**config.mk**
```make
export PLATFORM = sky130hd
export DESIGN_NAME = cg_result_writeback_sequencer
export DESIGN_NICKNAME = d
export VERILOG_FILES = /design/src/rtl/cg_result_writeback_sequencer.sv
export SDC_FILE = /design/constraint.sdc
export NUM_CORES = 2
export LEC_CHECK = 0
export BUFFER_PORTS_ARGS = -buffer_cell sky130_fd_sc_hd__buf_2
export CAP_MARGIN = 15
export CORE_UTILIZATION = 50
export CTS_CLUSTER_SIZE = 16
export DETAILED_ROUTE_END_ITERATION = 8
export PLACE_DENSITY_LB_ADDON = 0.3
export SLEW_MARGIN = 0
export SYNTH_ARGS = -nofsm -noshare
export SYNTH_HDL_FRONTEND = slang
export SYNTH_SLANG_ARGS = --single-unit
```
**constraint.sdc**
```tcl
create_clock -name clk -period 17.7 [get_ports clk]
set_clock_uncertainty 0.1 [all_clocks]
set_input_delay 1.77 -clock clk [delete_from_list [all_inputs] [get_ports clk]]
set_output_delay 1.77 -clock clk [all_outputs]
set_load 0.01 [all_outputs]
```
**src/rtl/cg_result_writeback_sequencer.sv**
```systemverilog
// rtl/cg_result_writeback_sequencer.sv - result-memory writeback sequencer for the CG address control unit.
// Issues credit-limited read_again requests, buffers ALU results, emits ordered result-memory writes.
module cg_result_writeback_sequencer #(
  parameter int no_of_units   = 8,
  parameter int element_width = 32,
  parameter int address_width = 32,
  parameter int FIFO_DEPTH    = 4
) (
  input  logic                                   clk,
  input  logic                                   reset,
  input  logic                                   start,
  input  logic                                   abort,
  input  logic [31:0]                            total,
  input  logic                                   alu_valid,
  input  logic [no_of_units*element_width-1:0]   alu_data,
  output logic                                   read_again,
  output logic                                   result_mem_we,
  output logic [address_width-1:0]              result_mem_counter,
  output logic [no_of_units*element_width-1:0]   result_mem_data,
  output logic                                   finish_alu,
  output logic                                   busy,
  output logic                                   overflow_err
);
  localparam int word_width = no_of_units * element_width;
  localparam int ptr_width  = (FIFO_DEPTH > 1) ? $clog2(FIFO_DEPTH) : 1;
  localparam int cnt_width  = ptr_width + 1;

  typedef enum logic [1:0] {IDLE, RUN, DONE} state_t;

  state_t                   state, next_state;
  logic [address_width-1:0] limit, issued, written, in_flight, new_limit;
  logic [word_width-1:0]    fifo_mem [FIFO_DEPTH];
  logic [ptr_width-1:0]     wr_ptr, rd_ptr;
  logic [cnt_width-1:0]     fifo_count;
  logic [address_width:0]   credit_used;
  logic                     accept, req, push, pop, stray;

  assign new_limit   = address_width'(total / 32'(no_of_units));
  // Buffered words plus outstanding requests must always fit in the FIFO.
  assign credit_used = {1'b0, in_flight} + (address_width+1)'(fifo_count);

  always_comb begin
    next_state = state;
    accept     = 1'b0;
    req        = 1'b0;
    push       = 1'b0;
    pop        = 1'b0;
    stray      = 1'b0;
    case (state)
      IDLE: begin
        accept = start && !abort;
        if (accept) next_state = (new_limit == '0) ? DONE : RUN;
      end
      RUN: begin
        req  = (issued < limit) && (credit_used < (address_width+1)'(FIFO_DEPTH));
        push = alu_valid && (in_flight != '0);
        pop  = (fifo_count != '0);
        if (pop && (written == limit - address_width'(1))) next_state = DONE;
      end
      DONE:    next_state = IDLE;
      default: next_state = IDLE;
    endcase
    stray = alu_valid && !push;
    if (abort) begin
      next_state = IDLE;
      req        = 1'b0;
      push       = 1'b0;
      pop        = 1'b0;
    end
  end

  always_ff @(posedge clk or posedge reset) begin
    if (reset) begin
      state              <= IDLE;
      limit              <= '0;
      issued             <= '0;
      written            <= '0;
      in_flight          <= '0;
      wr_ptr             <= '0;
      rd_ptr             <= '0;
      fifo_count         <= '0;
      read_again         <= 1'b0;
      result_mem_we      <= 1'b0;
      result_mem_counter <= '0;
      result_mem_data    <= '0;
      finish_alu         <= 1'b0;
      busy               <= 1'b0;
      overflow_err       <= 1'b0;
    end else begin
      state         <= next_state;
      read_again    <= req;
      result_mem_we <= pop;
      finish_alu    <= (state == DONE) && !abort;
      busy          <= (next_state != IDLE);
      overflow_err  <= overflow_err | stray;
      if (accept) begin
        limit   <= new_limit;
        issued  <= '0;
        written <= '0;
      end
      if (req) issued <= issued + address_width'(1);
      if (pop) begin
        result_mem_data    <= fifo_mem[rd_ptr];
        result_mem_counter <= written;
        written            <= written + address_width'(1);
      end else if (next_state == IDLE) begin
        result_mem_counter <= '0;
      end
      if (abort || accept) begin
        in_flight  <= '0;
        wr_ptr     <= '0;
        rd_ptr     <= '0;
        fifo_count <= '0;
      end else begin
        in_flight  <= in_flight + address_width'(req) - address_width'(push);
        fifo_count <= fifo_count + cnt_width'(push) - cnt_width'(pop);
        if (push) wr_ptr <= wr_ptr + ptr_width'(1);
        if (pop)  rd_ptr <= rd_ptr + ptr_width'(1);
      end
    end
  end

  // Storage needs no reset: pointers and count define what is valid.
  always_ff @(posedge clk) begin
    if (push) fifo_mem[wr_ptr] <= alu_data;
  end
endmodule

```
[After elaboration in Yosys (flattened, before gate mapping)]
Memory sizes are Yosys's and may differ from the RTL's. A register that Yosys moved wholly into a read port is not among the register bits.
Index checks and enable logic that the tools add are counted.
Word-level totals
  flip-flop bits (word level): 171
  logic and storage cells: 76
  memory bits (writable): 1024
  memories kept: 1
Memory list
  fifo_mem: depth 4, width 256, rd ports 1, clocked after Yosys merged registers in 1, wr ports 1, line 32  | logic [word_width-1:0] fifo_mem [FIFO_DEPTH];
Operators by class
  eq/ne operators: 3
  reduce and logical (&&, ||, !) cells: 20
  bitwise gates (word level): 1
  $lt $le $gt $ge: 2
  add/subtract/negate cells: 10
  multiplexer cells: 25
Operators with widths (count)
  32-bit 2-to-1 mux: 6
  32-bit by 1-bit adder with 32-bit output, second input constant: 2
  32-bit by 3-bit adder with 33-bit output: 1
  33-bit by 3-bit less-than comparator with 1-bit output, second input constant: 1
  32-bit by 1-bit adder with 32-bit output: 1
  32-bit == test: 1
  32-bit zero test: 1
  32-bit by 29-bit less-than comparator with 1-bit output: 1
  32-bit nonzero test: 1
  32-bit by 1-bit subtractor with 32-bit output: 1
  29-bit by 1-bit subtractor with 30-bit output, second input constant: 1
  2-bit 2-to-1 mux: 8
  2-bit nonzero test: 6
  1-bit 2-to-1 mux: 9
  1-bit logical AND: 6
  2-bit by 1-bit adder with 2-bit output, second input constant: 2
  2-bit zero test: 2
  2-bit case mux with 2 select lines: 1
  3-bit by 1-bit adder with 3-bit output: 1
  3-bit 2-to-1 mux: 1
  3-bit nonzero test: 1
  3-bit by 1-bit subtractor with 3-bit output: 1
  2-bit by 1-bit == test with 1-bit output, second input constant: 1
  2-bit == test, second input constant: 1
  other kinds (3): 4

[Longest topological paths before layout]
  depth in word-level cells: 9
  gate-level depth with buffers: 22
  gate-level depth less buffers: 21

[Worst setup path before layout]
Ideal clock, no wire load.
  kind: input to register
  start: in abort
  end: mem fifo_mem[0][0] (netlist name), enable pin
  required time: 16.951 ns
  arrival: 8.320 ns
  stages on the path: 5
  setup time: 0.649 ns
  buffers on the path: 1
  path slack: 8.630 ns
  path through: nor2_1 and2_1 and3_1 clkbuf_1 and2_1
Between the ends
  cells in the longest elaborated chain, start to end: 3
Ends and longest elaborated chain
  start, declared: line 12  | input logic abort,
  1-bit 2-to-1 mux: line 64  | if (abort) begin
  1-bit 2-to-1 mux: line 125  | if (push) fifo_mem[wr_ptr] <= alu_data;
  1-bit 2-to-1 mux (not written as such): line 125
  end, declared: line 32
Every way passes these cells.

[Worst setup path after layout]
  start: in abort
  end: reg in_flight[30]
Between the ends
  cells in the longest elaborated chain, start to end: 5
  elaborated cells between the ends (all ways): 9
  classes of those cells: add/sub (2); mux (4); reduce/logical (3)
Ends and longest elaborated chain
  parallel branches: the longest is 4 deep, another holds 32-bit by 1-bit adder with 32-bit output
  32-bit 2-to-1 mux (*): line 109  | if (abort || accept) begin
  end signal, assigned: line 115  | in_flight <= in_flight + address_width'(req) - address_width'(push);
  end, declared: line 31  | logic [address_width-1:0] limit, issued, written, in_flight, new_limit;
Mark *: on every way between the ends.
A chain may end at the register's enable or synchronous reset.

==> flow_metrics.env <==
export IMPL_die_w_um=344
export IMPL_synth_cell_types=76
export IMPL_design_portCount=586
export IMPL_layout_drive_gt1_share=0.250
export IMPL_cell_chosen_for_the_clock_root="sky130_fd_sc_hd__clkbuf_16"
export IMPL_globalRoute_totalOverflow=0
export IMPL_cts_post_setup_buffers_inserted=0
export IMPL_fin_crit_ns=7.44
export IMPL_vias=34000
export IMPL_cts_root_to_sink_buffers=3
export IMPL_post_synthesis_sequential_area_ratio=0.710
export IMPL_timing_critical_path_fanout_max=7
export IMPL_yosysMostFrequentCell="sky130_fd_sc_hd__edfxtp_1"
export IMPL_areaGrowthSynthToFinish_pct=16.5
export IMPL_synth_top_area_cells="sky130_fd_sc_hd__edfxtp_1, sky130_fd_sc_hd__dfrtp_1, sky130_fd_sc_hd__mux4_2, sky130_fd_sc_hd__nand2_1, sky130_fd_sc_hd__ha_1"
export IMPL_floorplan_initialDensity=0.507
export IMPL_cp_data_arrival_time_ns=7.99
export IMPL_finalSetupViolCount=0
export IMPL_synthDominantCellAreaShare=0.527
export IMPL_clkTransAtPathRegs_ns=0.06
export IMPL_global_route_usage_total=0.232
export IMPL_pwr_density_cell_nw_per_um2=132
export IMPL_cts_bufs_inserted=151
export IMPL_synthesis_instances=3846
export IMPL_initialDrtViolationCount=2446
export IMPL_max_cap_violations=0
export IMPL_timing_final_max_slew_violations=0
export IMPL_routedWlPerCell_um=22.5
export IMPL_critPathCaptureType="flip-flop"
export IMPL_syn_nets=4255
export IMPL_nets=4860
export IMPL_core_region_area_sq_um=115000
export IMPL_achievable_frequency_ghz=0.134
export IMPL_period_share=0.420
export IMPL_clock_latency_ns=0.78
export IMPL_synthesis_yosys_warnings=0
export IMPL_port_buffers=582
export IMPL_drt_first_pass_iters=6
export IMPL_placed_cell_area_sq_um=63000
export IMPL_vias_per_cell=5.57
export IMPL_synth_seq_cells=1451
export IMPL_placement_rows=124
export IMPL_detailed_place_hpwl_um=85000
export IMPL_synth_top_cell_by_area="sky130_fd_sc_hd__edfxtp_1"
export IMPL_post_synth_instance_area_sq_um=58400
export IMPL_timing_slew_headroom=0.195
export IMPL_worst_slew_pin_transition_ns=1.21
export IMPL_die_height_um=344
export IMPL_post_place_ws_ns=9.70
export IMPL_h_tree_depth=4
export IMPL_cts_hold_buf=0
export IMPL_drt_antenna_violating_nets=0
export IMPL_setup_tns_ns=0
export IMPL_fillerInstances=8770
export IMPL_grt_antenna_before_repair=46
export IMPL_vdd_drop_max_mv=0.109
export IMPL_grt_first_pass_wirelength_um=206000
export IMPL_p_leak_uw=0.0268
export IMPL_worstPathRequired_ns=18.25
export IMPL_synth_avg_cell_area_sq_um=15.2
export IMPL_worst_setup_path_type="in2reg"
export IMPL_multiInputGateArea_sq_um=16000
export IMPL_grt_setup_unrepaired="false"
export IMPL_final_hold_violating_endpoints=0
export IMPL_die_area_sq_um=118000
export IMPL_largest_net_degree_at_the_start_of_global_routing=159
export IMPL_outcome="finished, final reports clean"
export IMPL_numClockSinks=1451
export IMPL_stdcell_area_sq_um=68000
export IMPL_synthFlopType="sky130_fd_sc_hd__edfxtp_1"
export IMPL_routability_cong=0.851
export IMPL_drc=0
export IMPL_cts_repair_resized=0
export IMPL_setup_slack_ns=10.26
export IMPL_worst_setup_path_start_kind="primary input"
export IMPL_synth_enable_flop_cells=1024
export IMPL_cts_tree="yes"
export IMPL_register_area_sq_um=41400
export IMPL_finish_utilization=0.591
export IMPL_synth_common_cells="sky130_fd_sc_hd__edfxtp_1, sky130_fd_sc_hd__nand2_1, sky130_fd_sc_hd__dfrtp_1"
export IMPL_postRouteWirelength_um=137000
export IMPL_postSynth_asyncResetShare=0.294
export IMPL_min_delay_worst_type="reg2reg"
export IMPL_vias_in_the_first_global_route=34100
[report_power, final]
part	switching, uW	internal [uW]	total [uW]
logic	985	624	1610
clock network	1350	1820	3170
registers	224	3990	4210
total	2560	6430	8990
[metrics by stage]
step	hold slack [ns]	total power, uW	cells
after floorplan	0.343	5190	3846
final	0.366	8990	6108
after CTS	0.371	9060	6092
after detailed placement	0.357	5870	5810
after global routing	0.383	9390	6102
after global placement	0.347	5840	5810
[metal layers]
layer	part of all wire	routed length, um	vias to the layer above	track usage
met4	0.031	4250	50	0.0861
met3	0.081	11200	286	0.0725
met5	0.0023	312	-	0
met2	0.49	67500	1089	0.374
li1	-	-	15500	-
met1	0.39	54100	17100	0.296
[final timing paths]
check | from | to | slack, ns | depth (start not counted)
max in group asynchronous | reset | rd_ptr[1]$_DFFE_PP0P_ | 14.30 | 4
setup / recovery | abort | in_flight[30]$_DFF_PP0_ | 10.26 | 20
setup reg to reg | fifo_count[2]$_DFF_PP0_ | in_flight[30]$_DFF_PP0_ | 10.51 | 20
hold / removal | result_mem_data[205]$_DFFE_PP0P_ | result_mem_data[205]$_DFFE_PP0P_ | 0.37 | 2
hold reg to reg | result_mem_data[205]$_DFFE_PP0P_ | result_mem_data[205]$_DFFE_PP0P_ | 0.37 | 2
min in group asynchronous | reset | result_mem_data[242]$_DFFE_PP0P_ | 1.04 | 2
[worst max-delay path, stage by stage]
cell and delay, ns:
sky130_fd_sc_hd__buf_2 0.15, sky130_fd_sc_hd__nor2_1 0.22, sky130_fd_sc_hd__nand2_1 0.14, sky130_fd_sc_hd__or4_1 0.51, sky130_fd_sc_hd__nor4_1 0.30, sky130_fd_sc_hd__nand4_1 0.14
sky130_fd_sc_hd__a2111oi_0 0.39, sky130_fd_sc_hd__o2111ai_1 0.51, sky130_fd_sc_hd__ha_1 0.47, sky130_fd_sc_hd__inv_1 0.04, sky130_fd_sc_hd__ha_1 0.21, sky130_fd_sc_hd__fa_1 0.44
sky130_fd_sc_hd__a211o_1 0.30, sky130_fd_sc_hd__a31oi_1 0.33, sky130_fd_sc_hd__o221ai_1 0.29, sky130_fd_sc_hd__nor4_1 0.46, sky130_fd_sc_hd__o21ai_0 0.31, sky130_fd_sc_hd__a311oi_1 0.67
sky130_fd_sc_hd__mux2i_1 0.26, sky130_fd_sc_hd__nand2_1 0.07
[layout make-up]
cell class                      count  area share
Inverter                           93     0.00535
Timing Repair Buffer              616      0.0482
Clock buffer                      198      0.0602
Tap cell                         1512      0.0278
Antenna cell                       16    0.000588
Clock inverter                     84      0.0140
Sequential cell                  1451       0.609
Multi-Input combinational cell   2138       0.235
[layout by cell type (no fill, tap or decap), types with 67 or more instances in the layout]
cell type,instances
sky130_fd_sc_hd__edfxtp_1,1024
sky130_fd_sc_hd__nand2_1,945
sky130_fd_sc_hd__buf_2,582
sky130_fd_sc_hd__dfrtp_1,425
sky130_fd_sc_hd__mux4_2,256
sky130_fd_sc_hd__clkbuf_16,151
sky130_fd_sc_hd__o21ai_0,125
sky130_fd_sc_hd__ha_1,114
sky130_fd_sc_hd__inv_1,91
sky130_fd_sc_hd__nor2_1,87
sky130_fd_sc_hd__a21oi_1,67
[cells by family after synthesis]
kind of cell / synth area share
xor+xnor: 0.00990
fa+ha+maj: 0.0251
simple gates: 0.0988
flops: 0.710
buf+inv: 0.0170
compound gates: 0.0365
mux: 0.103
[registers in the layout, summed over array words and instances, names as in the netlist, 2 cells and up]
name	flops
fifo_count	3
fifo_mem	1024
in_flight	32
issued	32
limit	29
rd_ptr	2
result_mem_counter	32
result_mem_data	256
state	2
wr_ptr	2
written	32
No activity file was read; power rests on OpenSTA's default activity.
